[config.mk]
export PLATFORM = sky130hd
export DESIGN_NAME = demux_14
export DESIGN_NICKNAME = d
export VERILOG_FILES = /design/src/rtl/mux_demux_pkg.sv /design/src/rtl/demux_lane_reg.sv /design/src/rtl/demux_14.sv
export SDC_FILE = /design/constraint.sdc
export NUM_CORES = 1
export LEC_CHECK = 0
export BUFFER_PORTS_ARGS = -buffer_cell sky130_fd_sc_hd__buf_2
export CAP_MARGIN = 10
export CORE_ASPECT_RATIO = 0.8
export CORE_UTILIZATION = 35
export CTS_CLUSTER_SIZE = 14
export DETAILED_ROUTE_END_ITERATION = 8
export PLACE_DENSITY = 0.71
export SLEW_MARGIN = 20
export SYNTH_ARGS = -nofsm -noshare
export SYNTH_HDL_FRONTEND = slang
export SYNTH_HIERARCHICAL = 1
export SYNTH_SLANG_ARGS = --single-unit
[constraint.sdc]
create_clock -name clk -period 2.6 [get_ports clk]
set_clock_uncertainty 0.15 [all_clocks]
set_input_delay 0.13 -clock clk [delete_from_list [all_inputs] [get_ports clk]]
set_output_delay 0.13 -clock clk [all_outputs]
set_load 0.1 [all_outputs]
[src/rtl/mux_demux_pkg.sv]
// Shared definitions for the 4:1 valid/data mux and its 1:4 demux counterpart.
// Lane indices are sized so they wrap 3 -> 0 on their own.
package mux_demux_pkg;

  localparam int DEF_DATA_W = 4;
  localparam int NUM_LANES  = 4;
  localparam int LANE_W     = 2;

  typedef logic [LANE_W-1:0] lane_idx_t;

  function automatic lane_idx_t next_lane(input lane_idx_t cur);
    return cur + lane_idx_t'(1);
  endfunction

endpackage

[src/rtl/demux_lane_reg.sv]
// One-entry output register for a single demux lane with valid/ready handshake.
// A load in the same cycle as a drain wins, so a busy lane streams without bubbles.
module demux_lane_reg #(
  parameter int DATA_W = 4
) (
  input  logic              clk,
  input  logic              reset_L,
  input  logic              load,
  input  logic [DATA_W-1:0] din,
  input  logic              ready,
  output logic [DATA_W-1:0] data,
  output logic              valid,
  output logic              can_load
);

  assign can_load = ~valid | ready;

  always_ff @(posedge clk or negedge reset_L) begin
    if (!reset_L) begin
      valid <= 1'b0;
      data  <= '0;
    end else if (load) begin
      valid <= 1'b1;
      data  <= din;
    end else if (valid && ready) begin
      valid <= 1'b0;
    end
  end

endmodule

[src/rtl/demux_14.sv]
// Round-robin 1:4 demultiplexer: successive accepted words go to lanes 0,1,2,3,0,...
// A full, stalled lane blocks the input; rotation never skips ahead to a free lane.
module demux_14
  import mux_demux_pkg::*;
#(
  parameter int DATA_W = DEF_DATA_W
) (
  input  logic              clk,
  input  logic              reset_L,
  input  logic [DATA_W-1:0] data_in,
  input  logic              valid_in,
  output logic              ready_in,
  output logic [DATA_W-1:0] data_0,
  output logic [DATA_W-1:0] data_1,
  output logic [DATA_W-1:0] data_2,
  output logic [DATA_W-1:0] data_3,
  output logic              valid_0,
  output logic              valid_1,
  output logic              valid_2,
  output logic              valid_3,
  input  logic              ready_0,
  input  logic              ready_1,
  input  logic              ready_2,
  input  logic              ready_3,
  output logic [LANE_W-1:0] lane_sel
);

  logic [NUM_LANES-1:0] lane_ready;
  logic [NUM_LANES-1:0] lane_load;
  logic [NUM_LANES-1:0] lane_valid;
  logic [NUM_LANES-1:0] lane_can_load;
  logic [DATA_W-1:0]    lane_data [NUM_LANES];
  logic                 accept;

  assign lane_ready = {ready_3, ready_2, ready_1, ready_0};

  // ready_in follows the selected lane only; ready_N -> ready_in is combinational.
  assign ready_in = lane_can_load[lane_sel];
  assign accept   = valid_in & ready_in;

  always_ff @(posedge clk or negedge reset_L) begin
    if (!reset_L) begin
      lane_sel <= '0;
    end else if (accept) begin
      lane_sel <= next_lane(lane_sel);
    end
  end

  for (genvar i = 0; i < NUM_LANES; i++) begin : g_lane
    assign lane_load[i] = accept && (lane_sel == lane_idx_t'(i));

    demux_lane_reg #(
      .DATA_W(DATA_W)
    ) u_lane (
      .clk     (clk),
      .reset_L (reset_L),
      .load    (lane_load[i]),
      .din     (data_in),
      .ready   (lane_ready[i]),
      .data    (lane_data[i]),
      .valid   (lane_valid[i]),
      .can_load(lane_can_load[i])
    );
  end

  assign data_0  = lane_data[0];
  assign data_1  = lane_data[1];
  assign data_2  = lane_data[2];
  assign data_3  = lane_data[3];
  assign valid_0 = lane_valid[0];
  assign valid_1 = lane_valid[1];
  assign valid_2 = lane_valid[2];
  assign valid_3 = lane_valid[3];

endmodule

==> impl_metrics.csv <==
group,metric,value,unit
place,gp_congestion,0.6916,
setup_path,startpoint_type,"input port",
die,io_pins,34,
logic_synthesis,synthCells,64,
timing,relSlewSlack,67.17,%
timing,finalSetupViolCount,0,
clock_tree,numClockSinks,22,
drt,routed_wl,2046,µm
timing,max_freq,497.4,MHz
timing,drv_slew,0,
clock_tree,cts_tree,"built",
layout,layout_common_cells,"buf_2, dfrtp_1, mux2_2",
layout,diodes,0,
setup_path,reg2reg_slack,0.67,ns
hold_path,min_from,"valid_in",
drt,first_iter_violations,14,
layout,final_common_cell,"buf_2",
logic_synthesis,synth_top_area_cell,"dfrtp_1",
global_route,grt_first_pass_wirelength,3394,µm
clock_tree,clkLatencyLatePin,0.30,ns
global_route,antenna_found_initial,0,
job,maxCapViolCount,0,
global_route,track_usage,15.99,%
drt,viasPerCell,4.538,
timing,grt_setup_unrepaired,"no",
layout,layout-drive-gt1-share,54.13,%
clock_tree,cts-buffers-inserted,3,
logic_synthesis,synth-seq-area-share,58.28,%
clock_tree,clock_tree.root_cell,"clkbuf_4",
logic_synthesis,synth.area.top_cells,"dfrtp_1, mux2_2, nand2b_1",
logic_synthesis,synth.distinct_cells,11,
outcome,status,"finished, final reports clean",
clock_tree,cts.path.max_buffers,2,
logic_synthesis,synth_nets,79,
logic_synthesis,yosys_register_bits,22,
logic_synthesis,yosysTopAreaCellShare,58.28,%
die,coreArea,0.002502,mm²
setup_path,r2r_start,"lane_sel[0]$_DFFE_PN0P_",
clock_tree,post-cts-setup-buffer-count,0,
hold_path,hp-class,"input port to flip-flop",
setup_path,crit_path_max_fanout,6,
setup_path,path_class,"input port to flip-flop",
global_route,grt_pass1_vias,722,
drt,drc,0,
setup_path,arrival,2.06,ns
die,die_area,0.002912,mm²
drt,drt-wirelength-per-cell,14.11,µm
logic_synthesis,synth_area,944.7,µm²
global_route,overflow,0,
drt,first_pass_iters,3,
timing,worst_pin_slew,0.4924,ns
setup_path,cp-end-kind,"flip-flop",
global_route,grt_start_max_net_pins,23,
layout,area_growth,35.50,%
clock_tree,cts.clk_slew.worst_paths,0.11,ns
timing,fin_crit_sh,77.33,%
place,hpwl,1432,µm
logic_synthesis,avgSynthCellArea,14.76,µm²
timing,hold_violations,0,
clock_tree,h-tree-depth,1,
setup_path,required,2.64,ns
timing,fin_setup_tns,0,ns
timing,min_period,2.011,ns
drt,ant_nets,0,
setup_path,r2r-end,"g_lane[3].u_lane/data[3]$_DFFE_PN0P_",
drt,vias,658,
die,initial_core_util,37.75,%
layout,layout.nets,126,
hold_path,whs_endpoint,"lane_sel[0]$_DFFE_PN0P_",
die,std_cell_rows,16,
place,numPortBuffers,33,
setup_path,ff2ff_path_depth,4,
hold_path,min_path_cells,4,
die,die_y,48.47,µm
die,die_w,60.09,µm
logic_synthesis,ys_warn_count,6,
cells by family (layout without fill, tap and decap cells):
kind of cell / count (synthesis) / in the layout / share of synthesized area (%)
mux: 20 / 20 / 23.84
simple gates: 14 / 14 / 9.536
buf+inv: 2 / 47 / 0.7950
xor+xnor: 1 / 1 / 0.9273
fa+ha+maj: 4 / 4 / 5.298
flops: 22 / 22 / 58.28
compound gates: 1 / 1 / 1.324
worst max path at each step:
stage / from / end / slack [ns] / depth (start not counted)
floorplan: lane_sel[0]$_DFFE_PN0P_ / g_lane[0].u_lane/data[0]$_DFFE_PN0P_ / 0.16 / 4
global placement: lane_sel[0]$_DFFE_PN0P_ / g_lane[3].u_lane/data[3]$_DFFE_PN0P_ / 0.77 / 4
detailed placement: lane_sel[0]$_DFFE_PN0P_ / g_lane[3].u_lane/data[2]$_DFFE_PN0P_ / 0.68 / 4
CTS: ready_3 / g_lane[3].u_lane/data[2]$_DFFE_PN0P_ / 0.59 / 7
global route: ready_3 / g_lane[3].u_lane/data[3]$_DFFE_PN0P_ / 0.50 / 7
finish: ready_3 / g_lane[3].u_lane/data[3]$_DFFE_PN0P_ / 0.59 / 7
layer usage:
metal | GRT usage (%) | routed length (µm) | vias up
met3 | 6.150 | 124 | 2
met4 | 3.101 | 24 | 0
met2 | 25.93 | 1023 | 23
li1 | - | - | 308
met1 | 20.21 | 873 | 325
met5 | 0 | 0 | -
cell usage after synthesis (all sizes together):
library cell  number
inv                2
ha                 4
dfrtp             22
mux2i              3
o22ai              1
and2               4
nand2              1
nand2b             9
mux2              17
xnor2              1
registers in the layout, indices dropped and copies added (netlist names):
register	count
g_lane.u_lane/valid	4
lane_sel	2
g_lane.u_lane/data	16
worst max-delay path, cell delays in order:
cell and delay [ns]:
dlygate4sd3_1 0.53, buf_2 0.12, nand2b_1 0.15, mux2i_1 0.33, o22ai_2 0.21, and2_2 0.30
mux2_2 0.28
per-stage QoR:
| step | hold WS, ns | std cells | instance area (µm²) | worst slack [ns] | utilization [%] |
|---|---|---|---|---|---|
| after floorplan | -0.3156 | 64 | 957.2 | 0.1603 | - |
| after global placement | -0.03437 | 133 | 1167 | 0.7678 | 46.65 |
| after detailed placement | -0.02998 | 133 | 1167 | 0.6777 | 46.65 |
| after CTS | 0.1399 | 145 | 1280 | 0.5878 | 51.15 |
| after global routing | 0.1444 | 145 | 1280 | 0.4969 | 51.15 |
| final | 0.1429 | 145 | 1280 | 0.5895 | 51.15 |
what timing repair did:
item                      in CTS  in global routing
hold endpoints to repair      42                  0
resized for setup              0                  0
hold buffers                   9                  0
layout make-up:
type	instances	area, µm²
inverter	2	7.507
fill	234	1222
timing repair buffer	42	255.2
tap	36	45.04
clock buffer	3	22.52
multi-input combinational	40	399.1
sequential	22	550.5
Power is not shown: default switching activity piles up to over one toggle a cycle in this logic, so the estimate is an artifact.
